==> config.mk <==
export PLATFORM = sky130hd
export DESIGN_NAME = ps2_mouse_tracker_flat
export DESIGN_NICKNAME = d
export VERILOG_FILES = /design/src/rtl/mouse_pkg.sv /design/src/rtl/ps2_mouse_tracker_if.sv /design/src/rtl/mouse_axis_clamp.sv /design/src/rtl/ps2_mouse_tracker.sv /design/src/flat_wrapper.sv
export SDC_FILE = /design/constraint.sdc
export NUM_CORES = 1
export LEC_CHECK = 0
export CAP_MARGIN = 30
export CORE_MARGIN = 3
export CORE_UTILIZATION = 62
export DETAILED_ROUTE_END_ITERATION = 8
export PLACE_DENSITY_LB_ADDON = 0.25
export REMOVE_ABC_BUFFERS = 1
export SLEW_MARGIN = 20
export SYNTH_ARGS = -nofsm -noshare
export SYNTH_HDL_FRONTEND = slang
export SYNTH_SLANG_ARGS = --single-unit
==> constraint.sdc <==
create_clock -name clock -period 4.4 [get_ports clock]
set_input_delay 0.88 -clock clock [delete_from_list [all_inputs] [get_ports clock]]
set_output_delay 0.88 -clock clock [all_outputs]
set_load 0.05 [all_outputs]
==> src/rtl/mouse_pkg.sv <==
// ---------------------------------------------------------------------------
// mouse_pkg
// Shared definitions for the PS/2 mouse tracker:
//   - packet FSM state encoding (S_B0 / S_B1 / S_B2)
//   - bit positions inside the first packet byte (buttons, sync, signs, overflows)
//   - DELTA_SAT, the magnitude a delta saturates to when its overflow bit is set
//   - hdr_t, the subset of byte 0 that must be kept until the packet commits
// ---------------------------------------------------------------------------
package mouse_pkg;

    typedef enum logic [1:0] {
        S_B0 = 2'd0,   // waiting for the header byte
        S_B1 = 2'd1,   // waiting for dx
        S_B2 = 2'd2    // waiting for dy; commit on arrival
    } state_t;

    localparam int BTN_L = 0;
    localparam int BTN_R = 1;
    localparam int BTN_M = 2;
    localparam int SYNC  = 3;
    localparam int XS    = 4;
    localparam int YS    = 5;
    localparam int XO    = 6;
    localparam int YO    = 7;

    localparam int DELTA_SAT = 255;

    // Header fields retained between byte 0 and the commit. The sync bit is
    // only needed at the moment byte 0 arrives, so it is not stored.
    typedef struct packed {
        logic       yo;
        logic       xo;
        logic       ys;
        logic       xs;
        logic [2:0] btn;   // {middle, right, left}
    } hdr_t;

endpackage

==> src/rtl/ps2_mouse_tracker_if.sv <==
// ---------------------------------------------------------------------------
// ps2_mouse_tracker_if
// Bundles the byte stream from PS2_Controller and the decoded cursor state.
//   master : byte source side (drives ps2_data / ps2_data_en, observes results)
//   slave  : the tracker (consumes bytes, drives cursor/button/pulse outputs)
// Handshake: ps2_data_en is a one-cycle strobe with no back-pressure; the
// tracker accepts every byte on the edge where ps2_data_en is high.
// Signals:
//   ps2_data[7:0], ps2_data_en            byte stream in
//   mouse_x[X_W-1:0], mouse_y[Y_W-1:0]    clamped cursor
//   left/right/middle_button              buttons of the last committed packet
//   packet_valid, packet_drop             one-cycle event pulses
//   left_click, right_click               rising-edge pulses (MOUSE_CLICK_EDGE_EN)
//   dbg_state                             current packet FSM state
// Optional macro: MOUSE_CLICK_EDGE_EN
// ---------------------------------------------------------------------------
interface ps2_mouse_tracker_if #(
    parameter int X_W = 10,
    parameter int Y_W = 9
);
    logic [7:0]          ps2_data;
    logic                ps2_data_en;
    logic [X_W-1:0]      mouse_x;
    logic [Y_W-1:0]      mouse_y;
    logic                left_button;
    logic                right_button;
    logic                middle_button;
    logic                packet_valid;
    logic                packet_drop;
`ifdef MOUSE_CLICK_EDGE_EN
    logic                left_click;
    logic                right_click;
`endif
    mouse_pkg::state_t   dbg_state;

    modport master (
`ifdef MOUSE_CLICK_EDGE_EN
        input  left_click, right_click,
`endif
        output ps2_data, ps2_data_en,
        input  mouse_x, mouse_y, left_button, right_button, middle_button,
        input  packet_valid, packet_drop, dbg_state
    );

    modport slave (
`ifdef MOUSE_CLICK_EDGE_EN
        output left_click, right_click,
`endif
        input  ps2_data, ps2_data_en,
        output mouse_x, mouse_y, left_button, right_button, middle_button,
        output packet_valid, packet_drop, dbg_state
    );

endinterface

==> src/rtl/mouse_axis_clamp.sv <==
// ---------------------------------------------------------------------------
// mouse_axis_clamp
// Combinational next-position for one axis: builds the 9-bit signed delta from
// the sign bit and data byte, saturates it to +/-DELTA_SAT when the overflow
// bit is set, optionally negates it, adds it to the current position in W+2
// signed bits and clamps the result to [0, AXIS_MAX].
// Ports:
//   i_cur  [W-1:0]  current position
//   i_byte [7:0]    delta magnitude byte
//   i_sign          delta sign bit (from byte 0)
//   i_ovf           delta overflow bit (from byte 0)
//   i_neg           negate the delta before the add
//   o_next [W-1:0]  clamped new position
// ---------------------------------------------------------------------------
module mouse_axis_clamp
    import mouse_pkg::*;
#(
    parameter int AXIS_MAX = 639,
    parameter int W        = 10
) (
    input  logic [W-1:0] i_cur,
    input  logic [7:0]   i_byte,
    input  logic         i_sign,
    input  logic         i_ovf,
    input  logic         i_neg,
    output logic [W-1:0] o_next
);

    localparam logic signed [8:0]   SAT9  = 9'(DELTA_SAT);
    localparam logic signed [W+1:0] MAX_S = (W+2)'(AXIS_MAX);

    logic signed [8:0]   w_d9;
    logic signed [W+1:0] w_delta;
    logic signed [W+1:0] w_sum;

    always_comb begin
        w_d9 = {i_sign, i_byte};
        if (i_ovf) begin
            w_d9 = i_sign ? -SAT9 : SAT9;
        end
        w_delta = {{(W-7){w_d9[8]}}, w_d9};
        if (i_neg) begin
            w_delta = -w_delta;
        end
        // Position is unsigned; two zero bits keep it positive in signed math.
        w_sum = $signed({2'b00, i_cur}) + w_delta;
        if (w_sum[W+1]) begin
            o_next = '0;
        end else if (w_sum > MAX_S) begin
            o_next = W'(AXIS_MAX);
        end else begin
            o_next = w_sum[W-1:0];
        end
    end

endmodule

==> src/rtl/ps2_mouse_tracker.sv <==
// ---------------------------------------------------------------------------
// ps2_mouse_tracker
// Decodes 3-byte PS/2 mouse packets from PS2_Controller into a clamped cursor
// position and three button levels. A partial packet is dropped after
// TIMEOUT_CYC idle clocks mid-packet; a header byte without the sync bit is
// dropped immediately. Outputs change only on commit (edge sampling byte 3).
// Ports:
//   clock   system clock
//   reset   synchronous, active-high
//   bus     ps2_mouse_tracker_if.slave (byte stream in, cursor state out)
// Optional macro: MOUSE_CLICK_EDGE_EN adds left_click/right_click pulses.
// ---------------------------------------------------------------------------
module ps2_mouse_tracker
    import mouse_pkg::*;
#(
    parameter int SCREEN_W    = 640,
    parameter int SCREEN_H    = 480,
    parameter int X_W         = 10,
    parameter int Y_W         = 9,
    parameter int INIT_X      = SCREEN_W / 2,
    parameter int INIT_Y      = SCREEN_H / 2,
    parameter bit Y_UP_NEG    = 1'b1,
    parameter int TIMEOUT_CYC = 1000000
) (
    input  logic                  clock,
    input  logic                  reset,
    ps2_mouse_tracker_if.slave    bus
);

    localparam int CNT_W = (TIMEOUT_CYC > 1) ? $clog2(TIMEOUT_CYC) : 1;
    localparam logic [CNT_W-1:0] IDLE_LAST = CNT_W'(TIMEOUT_CYC - 1);

    state_t           r_state;
    hdr_t             r_hdr;
    logic [7:0]       r_dx;
    logic [CNT_W-1:0] r_idle_cnt;
    logic [X_W-1:0]   r_x;
    logic [Y_W-1:0]   r_y;
    logic [2:0]       r_btn;
    logic             r_valid;
    logic             r_drop;
`ifdef MOUSE_CLICK_EDGE_EN
    logic             r_lclick;
    logic             r_rclick;
`endif

    logic [X_W-1:0]   w_next_x;
    logic [Y_W-1:0]   w_next_y;

    mouse_axis_clamp #(.AXIS_MAX(SCREEN_W - 1), .W(X_W)) u_clamp_x (
        .i_cur  (r_x),
        .i_byte (r_dx),
        .i_sign (r_hdr.xs),
        .i_ovf  (r_hdr.xo),
        .i_neg  (1'b0),
        .o_next (w_next_x)
    );

    // The dy byte is taken straight from the bus so the commit happens on the
    // same edge that samples it.
    mouse_axis_clamp #(.AXIS_MAX(SCREEN_H - 1), .W(Y_W)) u_clamp_y (
        .i_cur  (r_y),
        .i_byte (bus.ps2_data),
        .i_sign (r_hdr.ys),
        .i_ovf  (r_hdr.yo),
        .i_neg  (Y_UP_NEG),
        .o_next (w_next_y)
    );

    always_ff @(posedge clock) begin
        if (reset) begin
            r_state    <= S_B0;
            r_hdr      <= '0;
            r_dx       <= '0;
            r_idle_cnt <= '0;
            r_x        <= X_W'(INIT_X);
            r_y        <= Y_W'(INIT_Y);
            r_btn      <= '0;
            r_valid    <= 1'b0;
            r_drop     <= 1'b0;
`ifdef MOUSE_CLICK_EDGE_EN
            r_lclick   <= 1'b0;
            r_rclick   <= 1'b0;
`endif
        end else begin
            r_valid  <= 1'b0;
            r_drop   <= 1'b0;
`ifdef MOUSE_CLICK_EDGE_EN
            r_lclick <= 1'b0;
            r_rclick <= 1'b0;
`endif
            case (r_state)
                S_B0: begin
                    r_idle_cnt <= '0;
                    if (bus.ps2_data_en) begin
                        if (bus.ps2_data[SYNC]) begin
                            r_hdr   <= '{yo:  bus.ps2_data[YO], xo: bus.ps2_data[XO],
                                         ys:  bus.ps2_data[YS], xs: bus.ps2_data[XS],
                                         btn: {bus.ps2_data[BTN_M], bus.ps2_data[BTN_R],
                                               bus.ps2_data[BTN_L]}};
                            r_state <= S_B1;
                        end else begin
                            r_drop  <= 1'b1;
                        end
                    end
                end
                S_B1, S_B2: begin
                    // A byte arriving in the expiry cycle takes priority.
                    if (bus.ps2_data_en) begin
                        r_idle_cnt <= '0;
                        if (r_state == S_B1) begin
                            r_dx    <= bus.ps2_data;
                            r_state <= S_B2;
                        end else begin
                            r_x     <= w_next_x;
                            r_y     <= w_next_y;
                            r_btn   <= r_hdr.btn;
                            r_valid <= 1'b1;
`ifdef MOUSE_CLICK_EDGE_EN
                            r_lclick <= r_hdr.btn[BTN_L] & ~r_btn[BTN_L];
                            r_rclick <= r_hdr.btn[BTN_R] & ~r_btn[BTN_R];
`endif
                            r_state <= S_B0;
                        end
                    end else if (r_idle_cnt == IDLE_LAST) begin
                        r_idle_cnt <= '0;
                        r_drop     <= 1'b1;
                        r_state    <= S_B0;
                    end else begin
                        r_idle_cnt <= r_idle_cnt + 1'b1;
                    end
                end
                default: begin
                    r_state    <= S_B0;
                    r_idle_cnt <= '0;
                end
            endcase
        end
    end

    assign bus.mouse_x       = r_x;
    assign bus.mouse_y       = r_y;
    assign bus.left_button   = r_btn[BTN_L];
    assign bus.right_button  = r_btn[BTN_R];
    assign bus.middle_button = r_btn[BTN_M];
    assign bus.packet_valid  = r_valid;
    assign bus.packet_drop   = r_drop;
    assign bus.dbg_state     = r_state;
`ifdef MOUSE_CLICK_EDGE_EN
    assign bus.left_click    = r_lclick;
    assign bus.right_click   = r_rclick;
`endif

endmodule

==> src/flat_wrapper.sv <==
// flat-port wrapper written by rule: the top's interface ports become plain ports
module ps2_mouse_tracker_flat import mouse_pkg::*;
#(
    parameter int SCREEN_W    = 640,
    parameter int SCREEN_H    = 480,
    parameter int X_W         = 10,
    parameter int Y_W         = 9,
    parameter int INIT_X      = SCREEN_W / 2,
    parameter int INIT_Y      = SCREEN_H / 2,
    parameter bit Y_UP_NEG    = 1'b1,
    parameter int TIMEOUT_CYC = 1000000
)
  (clock, reset, bus_ps2_data, bus_ps2_data_en, bus_mouse_x, bus_mouse_y, bus_left_button, bus_right_button, bus_middle_button, bus_packet_valid, bus_packet_drop, bus_dbg_state);
  ps2_mouse_tracker_if #(.X_W(X_W), .Y_W(Y_W)) bus_i ();
  input  logic clock;
  input  logic reset;
  input wire logic [$bits(bus_i.ps2_data)-1:0] bus_ps2_data;
  input wire logic [$bits(bus_i.ps2_data_en)-1:0] bus_ps2_data_en;
  output wire logic [$bits(bus_i.mouse_x)-1:0] bus_mouse_x;
  output wire logic [$bits(bus_i.mouse_y)-1:0] bus_mouse_y;
  output wire logic [$bits(bus_i.left_button)-1:0] bus_left_button;
  output wire logic [$bits(bus_i.right_button)-1:0] bus_right_button;
  output wire logic [$bits(bus_i.middle_button)-1:0] bus_middle_button;
  output wire logic [$bits(bus_i.packet_valid)-1:0] bus_packet_valid;
  output wire logic [$bits(bus_i.packet_drop)-1:0] bus_packet_drop;
  output wire logic [$bits(bus_i.dbg_state)-1:0] bus_dbg_state;
  assign bus_i.ps2_data = bus_ps2_data;
  assign bus_i.ps2_data_en = bus_ps2_data_en;
  assign bus_mouse_x = bus_i.mouse_x;
  assign bus_mouse_y = bus_i.mouse_y;
  assign bus_left_button = bus_i.left_button;
  assign bus_right_button = bus_i.right_button;
  assign bus_middle_button = bus_i.middle_button;
  assign bus_packet_valid = bus_i.packet_valid;
  assign bus_packet_drop = bus_i.packet_drop;
  assign bus_dbg_state = bus_i.dbg_state;
  ps2_mouse_tracker #(.SCREEN_W(SCREEN_W), .SCREEN_H(SCREEN_H), .X_W(X_W), .Y_W(Y_W), .INIT_X(INIT_X), .INIT_Y(INIT_Y), .Y_UP_NEG(Y_UP_NEG), .TIMEOUT_CYC(TIMEOUT_CYC)) u_core (.clock(clock), .reset(reset), .bus(bus_i));
endmodule
==> results of run 1 <==
[kinds of logic after synthesis]
family | count (synthesis) | share of synthesized area [%]
simple gates | 157 | 19.8
mux | 11 | 3.04
compound gates | 118 | 22.0
xor+xnor | 33 | 8.11
fa+ha+maj | 28 | 9.99
buf+inv | 35 | 3.63
flops | 61 | 33.4
[worst max-delay path, stage by stage]
cell	delay (ns)
clkdlybuf4s50_1	0.46
or2_2	0.31
ha_1	0.21
fa_1	0.41
nor2b_1	0.22
o2111ai_1	0.17
a31oi_1	0.23
o21ai_0	0.15
a211oi_2	0.30
a21oi_1	0.19
a311oi_1	0.28
[worst max path at each step]
stage	to	slack (ns)	cells past startpoint
floorplan	u_core.bus.mouse_y[4]	1.24	10
global placement	u_core.bus.mouse_y[1]	0.61	11
detailed placement	u_core.bus.mouse_y[0]	0.51	11
CTS	u_core.bus.mouse_y[0]	0.86	11
global route	u_core.bus.mouse_y[1]	0.60	11
finish	u_core.bus.mouse_y[0]	0.84	11
[where the power goes]
| part | internal, mW | switching (mW) |
|---|---|---|
| sequential | 0.565 | 0.0146 |
| combinational | 0.107 | 0.171 |
| clock | 0.260 | 0.230 |
[final cells by class]
| type | instances | area (µm²) | area share [%] |
|---|---|---|---|
| Clock inverter | 6 | 63.8 | 1.50 |
| Multi-Input combinational cell | 347 | 2300 | 54.3 |
| Timing Repair Buffer | 38 | 375 | 8.84 |
| Tap cell | 72 | 90.1 | 2.12 |
| Clock buffer | 10 | 128 | 3.01 |
| Inverter | 17 | 63.8 | 1.50 |
| Sequential cell | 61 | 1220 | 28.8 |
[sequential cells by signal (all words and copies together) (netlist names)]
signal,flops
u_core.bus.mouse_y,9
u_core.r_btn,3
u_core.bus.packet_drop,1
u_core.bus.dbg_state,2
u_core.bus.mouse_x,10
u_core.r_idle_cnt,20
u_core.bus.packet_valid,1
u_core.r_dx,8
u_core.r_hdr,7
[routing by layer]
| metal | share of wire, % | GRT usage [%] |
|---|---|---|
| met3 | 5.3 | 6.35 |
| met2 | 47 | 43.4 |
| met1 | 45 | 33.4 |
| met5 | 0 | 0 |
| met4 | 2.7 | 13.2 |
[synthesized netlist by cell type, drive strengths merged, types with 11 or more instances]
| cell type | n |
|---|---|
| dfxtp | 61 |
| inv | 17 |
| a21oi | 33 |
| nand3 | 13 |
| nand2 | 45 |
| xor2 | 16 |
| o21a | 14 |
| xnor2 | 17 |
| clkbuf | 17 |
| ha | 26 |
| nor2 | 54 |
| a211oi | 11 |
| o21ai | 21 |
[stage by stage]
step                      instance area, µm²  utilization (%)
after floorplan                         3590                -
after global placement                  4050             72.3
after detailed placement                4050             72.3
after CTS                               4250             75.7
after global routing                    4250             75.7
final                                   4250             75.7
==> qor.csv, run 1 <==
stage;metric;value;unit
layout;syn_to_final_growth;16.1;%
routing;drt_iter0_drc;269;
logic_synthesis;yosys_warnings;0;
timing;min_period;3.56;ns
hold_path;hold_end;u_core.r_btn[0];
cts;htreeDepth;3;
global_routing;grt_max_degree;27;
timing;maxSlewHeadroom;52.4;%
place;dpl.hpwl;6.33;mm
cts;cts_made_buffers;9;
logic_synthesis;syn_inst;443;
logic_synthesis;avgSynthCellArea;8.26;µm²
logic_synthesis;synth_top_area_share;33.4;%
worst_setup_path;cp-start-kind;input pin;
floorplanning;start_util;65.2;%
floorplanning;rows;27;
layout;nNetsFinal;513;
floorplanning;ioPinCount;37;
power_and_ir_drop;power.total;1.35;mW
floorplanning;die-area;0.00686;mm²
global_routing;grt_antenna_before_repair;0;
timing;hold_viol;0;
worst_setup_path;r2r_start;u_core.r_hdr[3];
timing;final-setup-viol-count;0;
worst_setup_path;r2r_setup_slack;1.02;ns
timing;max_freq;0.281;GHz
routing;drc_errors;0;
global_routing;grt-ovfl-total;0;
routing;wl_per_cell;15.9;µm
worst_setup_path;rr_endpoint;u_core.bus.mouse_x[6];
layout;fillers;433;
global_routing;grt_pass1_wl;15.2;mm
timing;layout_setup_ws;0.836;ns
place;gp_congestion;0.933;
logic_synthesis;syn_area;0.00366;mm²
global_routing;grt_usage;26.8;%
hold_path;hold_path_class;reg2reg;
timing;fin_setup_tns;0;ns
layout;final_cell_mix;dfxtp_1, nor2_1, nand2_1;
cts;cts_tree;yes;
routing;dr.pass1.iters;5;
floorplanning;die_h;82.8;µm
floorplanning;die_w;82.8;µm
cts;ctsResizeCount;0;
worst_setup_path;crit_path_start;bus_ps2_data[0];
worst_setup_path;crit_type;in2reg;
cts;clkTransAtPathRegs;0.07;ns
worst_setup_path;crit_required;4.66;ns
cts;cts_sinks;61;
worst_setup_path;worst-path-max-fanout;4;
place;portBuffers;36;
cts;clock_path_buffers;2;
routing;vias_per_cell;5.97;
logic_synthesis;ys_ff_latch;61;
cts;cts_setup_buffers;0;
timing;slew_viol_final;0;
logic_synthesis;synth_edf_count;0;
place;dp_slack;0.514;ns
hold_path;min_from;u_core.r_hdr[0];
worst_setup_path;cp.arrival;3.82;ns
layout;fin_cells;551;
cts;hold_buffers;0;
power_and_ir_drop;ir_drop;202;µV
run;maxCapViolations;0;
routing;vias;3289;
timing;period_share;81.0;%
logic_synthesis;synth-async-reset-ratio;0;%
global_routing;grt_pass1_vias;3329;
run_status;status;finished, final reports clean;
timing;tightest_slew;0.714;ns
layout;diodes;0;
logic_synthesis;synthDistinctLibCells;50;
cts;clk_latency;0.35;ns
logic_synthesis;synthFlopType;dfxtp_1;
floorplanning;core_area;0.00561;mm²
place;place_inst;535;
worst_setup_path;crit_path_end_kind;flop;
hold_path;hold_path_depth;2;
worst_setup_path;r2r_cells;10;
logic_synthesis;yosysSeqAreaShare;33.4;%
timing;rsz0062_at_grt;no;
power_and_ir_drop;p_leak;1.65;nW
logic_synthesis;synth_top_area_cell;dfxtp_1;
timing;skew;0.00952;ns
layout;drive_above_1_share;6.26;%
routing;routed_wl;8.75;mm
timing;hold-worst-slack;0.462;ns
cts;cts_root_buffer;clkbuf_8;
layout;mostFrequentLayoutCell;dfxtp_1;
routing;ant_nets;0;
power_and_ir_drop;p_per_area;318;mW/mm²
logic_synthesis;synthTopCellsByArea;dfxtp_1, ha_1, nor2_1;
(Power assumes the default switching activity.)
==> inputs of run 2 (changes only) <==
CORE_UTILIZATION = 57   (was 62)
clock period = 3.7 ns   (was 4.4 ns; I/O delays follow)
==> run 2 against run 1 <==
Net effect:
- total power is 24% higher
- clock skew is 0.0054 ns lower
- critical endpoint unchanged
- die area is 8.1% higher
- highest routed layer unchanged
==> qor.csv, run 2 (synthesis results as in run 1) <==
stage;metric;value;unit
run_status;status;finished, final reports clean;
timing;tightest_slew;0.687;ns
worst_setup_path;cp-start-kind;input pin;
global_routing;grt_pass1_vias;3233;
place;dpl.hpwl;6.27;mm
floorplanning;die-area;0.00741;mm²
cts;hold_buffers;0;
layout;final_cell_mix;dfxtp_1, nor2_1, nand2_1;
layout;largest_reg_flops;20;
timing;final-setup-viol-count;0;
layout;mostFrequentLayoutCell;dfxtp_1;
worst_setup_path;crit_type;in2reg;
layout;fin_cells;560;
timing;rsz0062_at_grt;no;
worst_setup_path;crit_top_cell;a21oi_1;
place;place_inst;544;
timing;skew;0.00414;ns
cts;clock_path_buffers;2;
worst_setup_path;cp_slowest_cell;clkdlybuf4s50_1;
routing;drt_iter0_drc;172;
layout;final_core_util;71.2;%
routing;dr.pass1.iters;4;
layout;drive_above_1_share;7.42;%
layout;syn_to_final_growth;18.0;%
timing;slew_viol_final;0;
worst_setup_path;critical_path.max_stage_delay;0.46;ns
floorplanning;ioPinCount;37;
routing;drc_errors;0;
worst_setup_path;worst-path-max-fanout;3;
cts;cts_tree;yes;
layout;nNetsFinal;519;
cts;cts_setup_buffers;0;
floorplanning;rows;28;
place;portBuffers;36;
routing;routed_wl;8.48;mm
cts;clkTransAtPathRegs;0.07;ns
cts;cts_made_buffers;9;
floorplanning;die_w;86.1;µm
cts;ctsResizeCount;0;
cts;cts_sinks;61;
timing;max_freq;0.296;GHz
power_and_ir_drop;p_per_area;389;mW/mm²
global_routing;grt-ovfl-total;0;
cts;htreeDepth;3;
floorplanning;die_h;86.1;µm
worst_setup_path;critical-path-top-delay-family;compound AO/OA/AOI/OAI gates;
power_and_ir_drop;p_leak;1.70;nW
routing;vias_per_cell;5.86;
timing;maxSlewHeadroom;54.2;%
place;dp_slack;-0.0142;ns
cts;clk_latency;0.34;ns
worst_setup_path;crit_path_end_kind;flop;
floorplanning;core_area;0.00606;mm²
place;gp_congestion;0.919;
global_routing;grt_pass1_wl;14.7;mm
power_and_ir_drop;ir_drop;304;µV
worst_setup_path;crit_chain;clkdlybuf4s50_1 -> or2_2 -> ha_1 -> fa_1 -> nor2b_1 -> o31a_1 -> o31ai_1 -> a21oi_1 -> buf_4 -> mux2i_1 -> a21oi_1 -> a311oi_1;
timing;layout_setup_ws;0.324;ns
hold_path;hold_path_class;reg2reg;
global_routing;grt_max_degree;27;
timing;period_share;91.2;%
layout;regMostFlops;u_core.r_idle_cnt;
layout;fillers;497;
run;maxCapViolations;0;
worst_setup_path;critical_path_buf_inv_count;2;
timing;hold_viol;0;
worst_setup_path;crit_required;3.95;ns
cts;cts_root_buffer;clkbuf_8;
global_routing;grt_usage;24.6;%
layout;diodes;0;
routing;wl_per_cell;15.1;µm
routing;vias;3279;
worst_setup_path;cp.arrival;3.62;ns
floorplanning;start_util;60.3;%
timing;min_period;3.38;ns
routing;ant_nets;0;
global_routing;grt_antenna_before_repair;0;
## run 2: final cells by class
type                            count  area, µm²  share of cell area [%]
Multi-Input combinational cell    347       2300                    53.4
Sequential cell                    61       1220                    28.3
Timing Repair Buffer               44        420                    9.74
Clock buffer                       10        128                    2.96
Tap cell                           75       93.8                    2.17
Clock inverter                      6       86.3                    2.00
Inverter                           17       63.8                    1.48
## run 2: worst paths after layout
check | slack [ns] | startpoint | cells past startpoint | to
setup / recovery | 0.32 | bus_ps2_data[0] | 12 | u_core.bus.mouse_y[0]
hold / removal | 0.46 | u_core.r_hdr[1] | 2 | u_core.r_btn[1]
setup reg to reg | 0.53 | u_core.r_hdr[5] | 10 | u_core.bus.mouse_x[6]
hold reg to reg | 0.46 | u_core.r_hdr[1] | 2 | u_core.r_btn[1]
## run 2: per-stage QoR
step / setup TNS, ns / power (mW) / hold slack [ns] / cell area [µm²]
3_5_place_dp: -0.0143 / 1.03 / 0.449 / 4100
6_report: 0 / 1.68 / 0.456 / 4320
4_1_cts: 0 / 1.69 / 0.458 / 4320
3_3_place_gp: 0 / 1.03 / 0.439 / 4100
2_1_floorplan: 0 / 0.934 / 0.425 / 3590
5_1_grt: 0 / 1.75 / 0.485 / 4320
## run 2: worst min-delay path: cells and delay by family, from the launching register on
family	cells	cell delay, ns
simple gates	1	0.05
flops	1	0.31
compound gates	1	0.05
## run 2: report_power, final
part / total, mW / switching [mW] / leakage (nW) / internal, mW
clock network: 0.652 / 0.273 / 0.107 / 0.379
registers: 0.688 / 0.0159 / 0.494 / 0.672
logic: 0.337 / 0.203 / 1.10 / 0.134
## run 2: routing by layer
| layer | wire length, µm | track usage, % | share of wire, % |
|---|---|---|---|
| met1 | 3950 | 31.4 | 47 |
| met2 | 4030 | 40.9 | 48 |
| met3 | 360 | 6.44 | 4.2 |
| met4 | 136 | 7.05 | 1.6 |
| met5 | 0 | 0 | 0 |
==> inputs of run 3 (changes only) <==
--- a/config.mk
+++ b/config.mk
@@ -7,4 +7,5 @@
 export LEC_CHECK = 0
 export CAP_MARGIN = 30
+export CORE_ASPECT_RATIO = 1.75
 export CORE_MARGIN = 3
 export CORE_UTILIZATION = 57
==> constraint.sdc (replaced) <==
create_clock -name clock -period 3.7 [get_ports clock]
set_input_delay 0.555 -clock clock [delete_from_list [all_inputs] [get_ports clock]]
set_output_delay 0.555 -clock clock [all_outputs]
set_load 0.05 [all_outputs]
==> run 3 against run 2 <==
Net effect:
- total power is 5.5% lower
- flip-flop and latch count stayed put
- final area is 1.1% lower
- highest routed layer unchanged
- register-to-register slack worse by 0.06 ns
- critical endpoint is now u_core.bus.mouse_y[1]
- critical path depth is 1 lower
- clock power is 13% lower
==> qor.csv, run 3 (synthesis results as in run 1) <==
stage;metric;value;unit
run_status;status;finished, final reports clean;
floorplanning;start_util;58.7;%
cts;hold_buffers;0;
routing;dr.pass1.iters;4;
worst_setup_path;r2r_start;u_core.r_hdr[5];
power_and_ir_drop;pwr-share-clk;35.7;%
power_and_ir_drop;power.total;1.59;mW
timing;final-setup-viol-count;0;
power_and_ir_drop;ir_drop;330;µV
worst_setup_path;endpoint;u_core.bus.mouse_y[1];
layout;regMostFlops;u_core.r_idle_cnt;
global_routing;grt_antenna_before_repair;0;
cts;cts_sinks;61;
layout;final_cell_mix;dfxtp_1, nor2_1, nand2_1;
cts;cts_root_buffer;clkbuf_8;
worst_setup_path;crit_path_end_kind;flop;
worst_setup_path;crit_required;3.96;ns
timing;slew_viol_final;0;
global_routing;grt_pass1_wl;14.8;mm
layout;largest_reg_flops;20;
timing;period_share;87.5;%
worst_setup_path;critical_path_buf_inv_count;1;
timing;tightest_slew;0.736;ns
cts;cts_setup_buffers;0;
routing;routed_wl;8.63;mm
timing;skew;0.0128;ns
global_routing;grt_usage;25.5;%
cts;clkTransAtPathRegs;0.06;ns
floorplanning;die_h;112;µm
worst_setup_path;critical_path.max_stage_delay;0.44;ns
place;dpl.hpwl;6.68;mm
worst_setup_path;crit_path_start;bus_ps2_data[0];
floorplanning;die-area;0.00745;mm²
routing;vias;3292;
cts;htreeDepth;3;
cts;ctsResizeCount;0;
layout;diodes;0;
floorplanning;rows;38;
power_and_ir_drop;power_frac_comb;20.8;%
routing;drt_iter0_drc;127;
power_and_ir_drop;power_frac_seq;43.5;%
power_and_ir_drop;swShare;30.7;%
run;maxCapViolations;0;
worst_setup_path;crit_chain;clkdlybuf4s50_1 -> or2_2 -> ha_1 -> fa_1 -> nor2b_1 -> o2111ai_1 -> a31oi_1 -> o21ai_0 -> a211oi_2 -> a21oi_1 -> a311oi_1;
cts;clock_path_buffers;2;
worst_setup_path;cp.arrival;3.50;ns
worst_setup_path;crit_type;in2reg;
place;gp_congestion;0.878;
cts;cts_tree;yes;
timing;rsz0062_at_grt;no;
worst_setup_path;cp.depth;11;
routing;drc_errors;0;
global_routing;grt_max_degree;27;
routing;ant_nets;0;
worst_setup_path;r2r_cells;9;
timing;max_freq;0.309;GHz
power_and_ir_drop;p_int;1.10;mW
layout;drive_above_1_share;6.67;%
timing;hold_viol;0;
worst_setup_path;cp_slowest_cell;clkdlybuf4s50_1;
worst_setup_path;cp-start-kind;input pin;
timing;fin_setup_tns;0;ns
global_routing;grt-ovfl-total;0;
hold_path;hold_path_class;reg2reg;
floorplanning;ioPinCount;37;
power_and_ir_drop;switchingPower;0.486;mW
worst_setup_path;critical-path-top-delay-family;compound AO/OA/AOI/OAI gates;
cts;clk_latency;0.35;ns
timing;hold-worst-slack;0.460;ns
layout;final_core_util;68.5;%
global_routing;grt_pass1_vias;3340;
floorplanning;die_w;66.6;µm
routing;vias_per_cell;5.88;
layout;mostFrequentLayoutCell;dfxtp_1;
timing;min_period;3.24;ns
layout;nNetsFinal;514;
worst_setup_path;rr_endpoint;u_core.bus.mouse_x[2];
place;portBuffers;36;
worst_setup_path;r2r_setup_slack;0.47;ns
layout;syn_to_final_growth;16.7;%
power_and_ir_drop;p_leak;1.66;nW
floorplanning;core_area;0.00623;mm²
timing;maxSlewHeadroom;50.9;%
cts;cts_made_buffers;9;
worst_setup_path;worst-path-max-fanout;4;
routing;wl_per_cell;15.4;µm
power_and_ir_drop;p_per_area;371;mW/mm²
==> run 3: cell types whose count changed in the layout (fill, tap and decap cells not counted) <==
| cell | before | now |
|---|---|---|
| clkinvlp_4 | 1 | 3 |
| clkbuf_1 | 1 | 0 |
| clkinv_4 | 0 | 1 |
| clkbuf_8 | 9 | 12 |
| inv_6 | 1 | 0 |
| buf_4 | 8 | 3 |
| bufinv_16 | 2 | 0 |
| clkinv_2 | 2 | 0 |
==> run 3: area by class of cell <==
type,instances,area (µm²)
inverter,17,63.8
fill,536,1960
multi-input combinational,347,2300
clock buffer,12,165
timing repair buffer,39,383
sequential,61,1220
clock inverter,4,31.3
tap,80,100
==> run 3: metrics by stage <==
step / std cells / instance area, µm² / setup slack [ns]
floorplan: 425 / 3590 / 0.817
global placement: 544 / 4070 / 0.271
detailed placement: 544 / 4070 / 0.170
CTS: 560 / 4270 / 0.460
global route: 560 / 4270 / 0.221
finish: 560 / 4270 / 0.464
==> run 3: layer usage <==
layer  wire length [µm]  global-route usage (%)  vias up
met5                  0                       0        -
met4                432                    15.5        0
met3                290                    5.55       40
met2               4630                    45.0       71
met1               3270                    26.2     1543
li1                   -                       -     1638
==> run 3: worst min-delay path by stage <==
stage               startpoint  slack, ns               to  cells past startpoint
2_1_floorplan  u_core.r_hdr[0]       0.43  u_core.r_btn[0]                      2
3_3_place_gp   u_core.r_hdr[0]       0.44  u_core.r_btn[0]                      2
3_5_place_dp    u_core.r_dx[4]       0.45   u_core.r_dx[4]                      2
4_1_cts        u_core.r_btn[1]       0.46  u_core.r_btn[1]                      2
5_1_grt        u_core.r_hdr[0]       0.49  u_core.r_btn[0]                      2
6_report       u_core.r_hdr[0]       0.46  u_core.r_btn[0]                      2
==> run 3: power by group through the flow <==
stage	logic, mW	clock network (mW)	registers, mW
finish	0.330	0.566	0.689
global route	0.363	0.607	0.691
CTS	0.328	0.579	0.689
detailed placement	0.327	0	0.704
global placement	0.320	0	0.703
floorplan	0.195	0	0.738
==> run 3: worst register-to-register path: cells and delay by family, from the launching register on <==
| kind | cells | cell delay [ns] |
|---|---|---|
| AO/OA/AOI/OAI | 5 | 1.52 |
| adder cells (fa/ha/maj) | 2 | 0.68 |
| AND/OR/NAND/NOR | 2 | 0.52 |
| flip-flops | 1 | 0.41 |
